===== src/rtl/hazard_scoreboard.sv =====
// hazard_scoreboard
//   Tracks in-flight GPR writes in the E, M and W stages of the 5-stage MIPS
//   core. Produces the pipeline stall request and the select codes for the
//   D-stage forwarding MUX4s and the E-stage ALU-operand MUX3s.
//
//   Optional build macro: HAZARD_STAT_EN
//     defined   -> stall_cnt counts stall cycles, saturating at all-ones.
//     undefined -> stall_cnt is tied to 0 and no counter register exists.
module hazard_scoreboard #(
   parameter int TW    = 2,
   parameter int CNT_W = 32
) (
   input  logic             clk,
   input  logic             reset,
   input  logic [4:0]       d_rs,
   input  logic [4:0]       d_rt,
   input  logic [TW-1:0]    d_tuse_rs,
   input  logic [TW-1:0]    d_tuse_rt,
   input  logic             d_we,
   input  logic [4:0]       d_dst,
   input  logic [TW-1:0]    d_tnew,
   output logic             stall,
   output logic [1:0]       fwd_d_rs,
   output logic [1:0]       fwd_d_rt,
   output logic [1:0]       fwd_e_rs,
   output logic [1:0]       fwd_e_rt,
   output logic [CNT_W-1:0] stall_cnt
);

   // E keeps the operand addresses of the instruction it holds, because the
   // E-stage MUX3 selects are derived from them. Past E nothing reads the
   // operand addresses, so the M and W slots carry only the write record.
   typedef struct packed {
      logic          valid;
      logic [4:0]    dst;
      logic [TW-1:0] tnew;
      logic [4:0]    rs;
      logic [4:0]    rt;
   } e_slot_t;

   typedef struct packed {
      logic          valid;
      logic [4:0]    dst;
      logic [TW-1:0] tnew;
   } wr_slot_t;

   e_slot_t  e_q;
   wr_slot_t m_q;
   wr_slot_t w_q;

   e_slot_t  d_slot;
   wr_slot_t e_adv;
   wr_slot_t m_adv;

   logic stall_rs;
   logic stall_rt;

   // Saturating decrement: a result that already exists stays available.
   function automatic logic [TW-1:0] sat_dec(input logic [TW-1:0] x);
      return (x == '0) ? '0 : x - TW'(1);
   endfunction

   // Register $0 is hard-wired to zero, so it never takes part in a hazard.
   function automatic logic hit(input logic v, input logic [4:0] dst,
                                input logic [4:0] a);
      return v && (a != 5'd0) && (dst == a);
   endfunction

   // Nearest producer (E, then M, then W) decides whether the operand is late.
   function automatic logic op_stall(input e_slot_t e, input wr_slot_t m,
                                     input wr_slot_t w, input logic [4:0] a,
                                     input logic [TW-1:0] tuse);
      if (hit(e.valid, e.dst, a))      return e.tnew > tuse;
      else if (hit(m.valid, m.dst, a)) return m.tnew > tuse;
      else if (hit(w.valid, w.dst, a)) return w.tnew > tuse;
      return 1'b0;
   endfunction

   // D-stage MUX4 select: 1=E, 2=M, 3=W, 0=register file. A nearer producer
   // whose result is not ready yet blocks older producers; E fixes it later.
   function automatic logic [1:0] d_sel(input e_slot_t e, input wr_slot_t m,
                                        input wr_slot_t w, input logic [4:0] a);
      if (hit(e.valid, e.dst, a))      return (e.tnew == '0) ? 2'd1 : 2'd0;
      else if (hit(m.valid, m.dst, a)) return (m.tnew == '0) ? 2'd2 : 2'd0;
      else if (hit(w.valid, w.dst, a)) return 2'd3;
      return 2'd0;
   endfunction

   // E-stage MUX3 select: 1=M, 2=W, 0=pipeline register value.
   function automatic logic [1:0] e_sel(input wr_slot_t m, input wr_slot_t w,
                                        input logic [4:0] a);
      if (hit(m.valid, m.dst, a))      return (m.tnew == '0) ? 2'd1 : 2'd0;
      else if (hit(w.valid, w.dst, a)) return 2'd2;
      return 2'd0;
   endfunction

   // Next-slot contents and all hazard outputs, combinational from slot state.
   always_comb begin
      // NOTE: every output gets a default first so no path can infer a latch.
      stall    = 1'b0;
      fwd_d_rs = 2'd0;
      fwd_d_rt = 2'd0;
      fwd_e_rs = 2'd0;
      fwd_e_rt = 2'd0;

      d_slot       = '0;
      d_slot.valid = d_we && (d_dst != 5'd0);
      d_slot.dst   = d_dst;
      d_slot.tnew  = d_tnew;
      d_slot.rs    = d_rs;
      d_slot.rt    = d_rt;

      e_adv.valid = e_q.valid;
      e_adv.dst   = e_q.dst;
      e_adv.tnew  = sat_dec(e_q.tnew);

      m_adv       = m_q;
      m_adv.tnew  = sat_dec(m_q.tnew);

      stall_rs = op_stall(e_q, m_q, w_q, d_rs, d_tuse_rs);
      stall_rt = op_stall(e_q, m_q, w_q, d_rt, d_tuse_rt);

      // Reset overrides everything, so a stall seen in the reset cycle is
      // dropped and the pipeline restarts with no hazard outputs.
      if (!reset) begin
         stall    = stall_rs | stall_rt;
         fwd_d_rs = d_sel(e_q, m_q, w_q, d_rs);
         fwd_d_rt = d_sel(e_q, m_q, w_q, d_rt);
         fwd_e_rs = e_sel(m_q, w_q, e_q.rs);
         fwd_e_rt = e_sel(m_q, w_q, e_q.rt);
      end
   end

   // Slot pipeline: E takes D (or a bubble on stall); M and W always advance.
   always_ff @(posedge clk) begin
      // NOTE: state is updated with non-blocking assignments so E, M and W all
      // shift from their pre-edge values in the same clock.
      if (reset) begin
         e_q <= '0;
         m_q <= '0;
         w_q <= '0;
      end else begin
         e_q <= stall ? e_slot_t'('0) : d_slot;
         m_q <= e_adv;
         w_q <= m_adv;
      end
   end

`ifdef HAZARD_STAT_EN
   logic [CNT_W-1:0] cnt_q;

   // Stall statistic: counts stall cycles, holds at all-ones.
   always_ff @(posedge clk) begin
      if (reset) begin
         cnt_q <= '0;
      end else if (stall && (cnt_q != '1)) begin
         cnt_q <= cnt_q + CNT_W'(1);
      end
   end

   assign stall_cnt = cnt_q;
`else
   assign stall_cnt = '0;
`endif

endmodule

===== config.mk =====
export PLATFORM = sky130hd
export DESIGN_NAME = hazard_scoreboard
export DESIGN_NICKNAME = d
export VERILOG_FILES = /design/src/rtl/hazard_scoreboard.sv
export SDC_FILE = /design/constraint.sdc
export NUM_CORES = 1
export LEC_CHECK = 0
export BUFFER_PORTS_ARGS = -buffer_cell sky130_fd_sc_hd__buf_2
export CORE_ASPECT_RATIO = 0.5
export CORE_MARGIN = 3
export CORE_UTILIZATION = 25
export CTS_BUF_LIST = sky130_fd_sc_hd__clkbuf_8 sky130_fd_sc_hd__clkbuf_16
export DETAILED_ROUTE_END_ITERATION = 8
export PLACE_DENSITY = 0.47
export SLEW_MARGIN = 10
export SYNTH_ARGS = -nofsm -noshare
export SYNTH_HDL_FRONTEND = slang
export SYNTH_SLANG_ARGS = --single-unit
export TNS_END_PERCENT = 50

===== constraint.sdc =====
create_clock -name clk -period 2.6 [get_ports clk]
set_input_delay 0.39 -clock clk [delete_from_list [all_inputs] [get_ports clk]]
set_output_delay 0.39 -clock clk [all_outputs]
set_load 0.01 [all_outputs]

== Word level (Yosys, flattened, before mapping) ==
Index checks and enable logic that the tools add are counted.
Storage, ports and cells
  input bits: 24
  output and inout bits: 41
  bits in registers: 34
  word-level logic and storage cells: 105
Cells by class
  equality and inequality tests: 10
  add/sub/neg operators: 2
  reduce and logical (&&, ||, !) cells: 31
  multiplexer cells: 44
  bitwise operators: 1
  $lt $le $gt $ge: 6
Operators with widths (count)
  5-bit == test: 10
  2-bit two-way mux: 19
  1-bit two-way mux: 25
  5-bit nonzero test: 5
  1-bit logical AND: 21
  2-bit > comparator: 6
  2-bit OR reduction: 3
  2-bit zero test: 2
  2-bit by 1-bit subtractor with 2-bit output, second input constant: 2
  1-bit OR: 1

== Logic depth before layout (Yosys ltp) ==
  word-level depth: 10
  gate-level depth with buffers: 9
  mapped depth without buffers: 8

== Worst setup path after synthesis ==
No wires, ideal clock.
  path kind: input port to output port
  start point: input d_rs[1]
  end point: output stall
  stages: 6
  arrival: 2.169 ns
  data required time: 2.210 ns
  slack: 0.041 ns
  path through: or4_1 o211a_1 a211oi_2 a211oi_4 o22ai_4 nor2b_1
Between the ends
  longest elaborated chain between the ends: 9
  elaborated cells between the ends (all ways): 18
  classes of those cells: 3 x eq/ne; 7 x mux; 1 x bitwise; 7 x reduce/logical
Ends and longest elaborated chain
  from (decl): RTL line 15  | input logic [4:0] d_rs,
  5-bit nonzero test: RTL line 66  | return v && (a != 5'd0) && (dst == a);
  1-bit logical AND (2 in a row): RTL line 66
  1-bit two-way mux: RTL line 75  | else if (hit(w.valid, w.dst, a)) return w.tnew > tuse;
  1-bit two-way mux: RTL line 74  | else if (hit(m.valid, m.dst, a)) return m.tnew > tuse;
  1-bit two-way mux: RTL line 73  | if (hit(e.valid, e.dst, a)) return e.tnew > tuse;
  1-bit two-way mux (*): RTL line 76  | return 1'b0;
  1-bit OR (*): RTL line 126  | stall = stall_rs | stall_rt;
  1-bit two-way mux (*): RTL line 125  | if (!reset) begin
  to (decl): RTL line 22  | output logic stall,
Every way passes the cells marked *; elsewhere a longest branch is shown, timed or not.

== Worst setup path in the final report ==
  start point: input d_rt[2]
  end point: output stall
Between the ends
  longest elaborated chain between the ends: 9
  elaborated cells between the ends (all ways): 18
  classes of those cells: 3 x eq/ne; 7 x mux; 1 x bitwise; 7 x reduce/logical
Ends and longest elaborated chain
  from (decl): RTL line 16  | input logic [4:0] d_rt,
  5-bit nonzero test: RTL line 66
  1-bit logical AND (2 in a row): RTL line 66
  1-bit two-way mux: RTL line 75
  1-bit two-way mux: RTL line 74
  1-bit two-way mux: RTL line 73
  1-bit two-way mux (*): RTL line 76
  1-bit OR (*): RTL line 126
  1-bit two-way mux (*): RTL line 125
Marked as above.

==> impl_metrics.py <==
metrics = {
    "outcome": {
        "status": "finished clean",
    },
    "global_routing": {
        "grt_util_met1": 0.1424,
        "antenna_found_initial": 0,
        "top_usage_layer": "met2",
        "use_met2": 0.1743,
        "grt_pass1_wl_mm": 8.956,
        "grt_pass1_vias": 1743,
        "grt_start_max_net_pins": 25,
        "use_met3": 0.02475,
        "grt_overflow_total": 0,
        "track_usage": 0.1079,
    },
    "clocking": {
        "cts-root-buf": "clkbuf_16",
        "cts_sinks": 34,
        "clk_latency_ns": 0.28,
        "hold_buffers": 0,
        "h-tree-depth": 2,
        "cts_made_buffers": 5,
        "path_clk_slew_ns": 0.05,
        "postCtsSetupBuffers": 0,
        "cts_tree": "built",
        "clockBufferDepth": 2,
    },
    "finish": {
        "multi_input_area_um2": 1514,
        "final_common_cell": "conb_1",
        "final_cell_area_um2": 2821,
        "utilization": 0.3132,
        "fillerInstances": 928,
        "drive_above_1_share": 0.2676,
        "nNetsFinal": 337,
        "register_area_um2": 684.4,
        "antenna_cells": 0,
        "layout_common_cells": "32 x conb_1, 31 x dfxtp_1, 30 x buf_2",
        "area_delta_synth_final_pct": 18.00,
    },
    "drt": {
        "drt_iter0_markers": 92,
        "dr.pass1.iters": 4,
        "drt-total-wl_mm": 5.624,
        "ant_nets": 0,
        "drc_errors": 0,
        "wire_per_inst_um": 13.52,
        "post_drt_via_cell_ratio": 4.339,
        "via_count": 1805,
    },
    "sta": {
        "postLayoutSetupSlackWorst_ns": 0.08346,
        "setup_viol": 0,
        "finalCritPeriodShare": 0.9679,
        "layout_min_cycle_time_ns": 2.517,
        "fmax_ghz": 0.3974,
        "finalHoldViolCount": 0,
        "whs_ns": 0.3650,
        "slew_violations": 0,
        "fin_worst_skew_ns": 0.003779,
        "rsz0062_at_grt": "yes",
    },
    "floorplanning": {
        "initial_core_util": 0.2654,
        "rows": 24,
        "die_area_um2": 10850,
        "dieWidth_um": 144.3,
        "ios": 65,
        "core_area_um2": 9009,
        "die_h_um": 75.16,
    },
    "placement": {
        "place_ws_ns": -0.02257,
        "placed_cell_area_um2": 2630,
        "io_buffer_count": 32,
        "hpwl_mm": 4.413,
        "gp_congestion": 0.8294,
    },
    "power": {
        "pwr-share-seq": 0.423,
        "combPwrFrac": 0.181,
        "power_density_nw_per_um2": 491.2,
        "p_clk_frac": 0.396,
        "ir_drop_mv": 0.2428,
        "swShare": 0.2717,
        "p_leak_nw": 1.211,
        "power.internal_w": 0.001009,
        "switchingPower_w": 0.0003765,
    },
    "synth": {
        "synth_top_family_by_area": "simple AND/OR/NAND/NOR gates",
        "synth_mux_area_frac": 0.01256,
        "ys_seq_area_frac": 0.2847,
        "ys_ff_latch": 34,
        "yosys.area_share.simple": 0.2271,
        "synthXorXnorAreaFrac": 0.1758,
        "synth_largest_area_cell": "dfxtp_1",
        "synth_top_area_share": 0.2847,
        "netlist-cell-type-count": 36,
        "yosys.area_share.adder": 0.07326,
        "synth_compound_area_frac": 0.07745,
        "synthCells": 259,
        "yosys-top-cells-area": "dfxtp_1 28%, xnor2_1 10%, buf_4 10%, ha_1 7.3%, xor2_1 7.3%",
        "avgSynthCellArea_um2": 9.232,
        "synth.cell_area_um2": 2391,
        "ys_warn_count": 0,
    },
    "critical_path": {
        "cp_data_arrival_time_ns": 2.13,
        "required_ns": 2.21,
        "rrSetupSlack_ns": 0.58,
        "critical_path_class": "primary input to primary output",
        "crit_path_start_kind": "primary input",
        "critical_path.max_fanout": 3,
        "end_kind": "primary output",
    },
    "job": {
        "cap_violations": 0,
    },
    "worst_hold_path": {
        "hp-class": "primary input to flop",
    },
}
-- what timing repair did --
item | 4_1_cts | 5_1_grt
pin swaps | 1 | 3
resized for setup | 2 | 10
hold endpoints to repair | 0 | 0
cloned | 0 | 0
setup endpoints to repair | 1 | 3
-- power groups by stage --
stage / clock [W] / sequential, W / combinational [W]
detailed placement: 0 / 0.000596 / 0.000242
CTS: 0.000563 / 0.000585 / 0.000245
global placement: 0 / 0.000596 / 0.000237
global route: 0.000582 / 0.000589 / 0.000286
finish: 0.000549 / 0.000586 / 0.000251
floorplan: 0 / 0.000577 / 0.000212
-- through the flow --
step	TNS, ns	power, W	cells
3_5_place_dp	-0.02257	0.0008384	409
6_report	0	0.001386	416
2_1_floorplan	0	0.0007891	290
4_1_cts	0	0.001394	416
5_1_grt	-0.02311	0.001457	416
3_3_place_gp	0	0.0008334	409
-- kinds of logic after synthesis --
| group | after synthesis |
|---|---|
| flip-flops | 34 |
| adder cells (fa/ha/maj) | 14 |
| buffers and inverters | 59 |
| AO/OA/AOI/OAI | 23 |
| XOR/XNOR | 48 |
| other | 1 |
| multiplexers | 3 |
| AND/OR/NAND/NOR | 77 |
-- cells in the mapped netlist --
master     n
buf_1      3
nor3b_2    9
clkbuf_1  10
ha_1      14
nor3b_1    8
nor3_1    10
o211ai_1   2
a21oi_1   11
nand4_1    6
or4_4      1
buf_4     32
xor2_1    20
dfxtp_1   34
o21ai_0    1
nand3_1    2
nor3_2     1
nor4_1     6
nor4b_1    1
and4b_1    1
buf_8      1
nor4_2     1
nor2_1     7
or4_1      3
mux2i_1    3
and4b_4    1
and3b_1    1
a211oi_2   3
o22ai_4    1
xnor2_1   28
inv_1     13
nand2_1    3
a31oi_1    2
nor2b_1   16
conb_1     1
o211a_1    2
a211oi_4   1
-- final timing paths --
kind              to  cells after the start       from
max            stall                      8    d_rt[2]
min          e_q[10]                      2  d_tnew[0]
max reg2reg   e_q[3]                      8   m_adv[4]
min reg2reg   w_q[0]                      1     m_q[0]
-- state kept, by name (all words and copies together), names as in the netlist --
register / cells
e_q: 12
w_q: 8
e_adv: 6
m_q: 2
m_adv: 6
-- routing by layer --
| metal | vias up | part of all wire |
|---|---|---|
| li1 | 891 | - |
| met1 | 850 | 0.47 |
| met2 | 53 | 0.45 |
| met3 | 11 | 0.056 |
| met4 | 0 | 0.022 |
| met5 | - | 0 |
-- layout make-up --
type / count / area share
multi-input combinational: 197 / 0.5366
sequential: 34 / 0.2426
timing repair buffer: 48 / 0.1038
tap: 117 / 0.05188
clock buffer: 5 / 0.04435
inverter: 13 / 0.01729
clock inverter: 2 / 0.003548
-- critical path, cell delays in order --
cell and delay (ns):
buf_2 0.12, or4_4 0.53, o211a_1 0.26, and4b_1 0.23, a211oi_2 0.22, o22ai_4 0.10
nor2b_1 0.13, buf_2 0.14
Power figures use the tool's default switching activity.
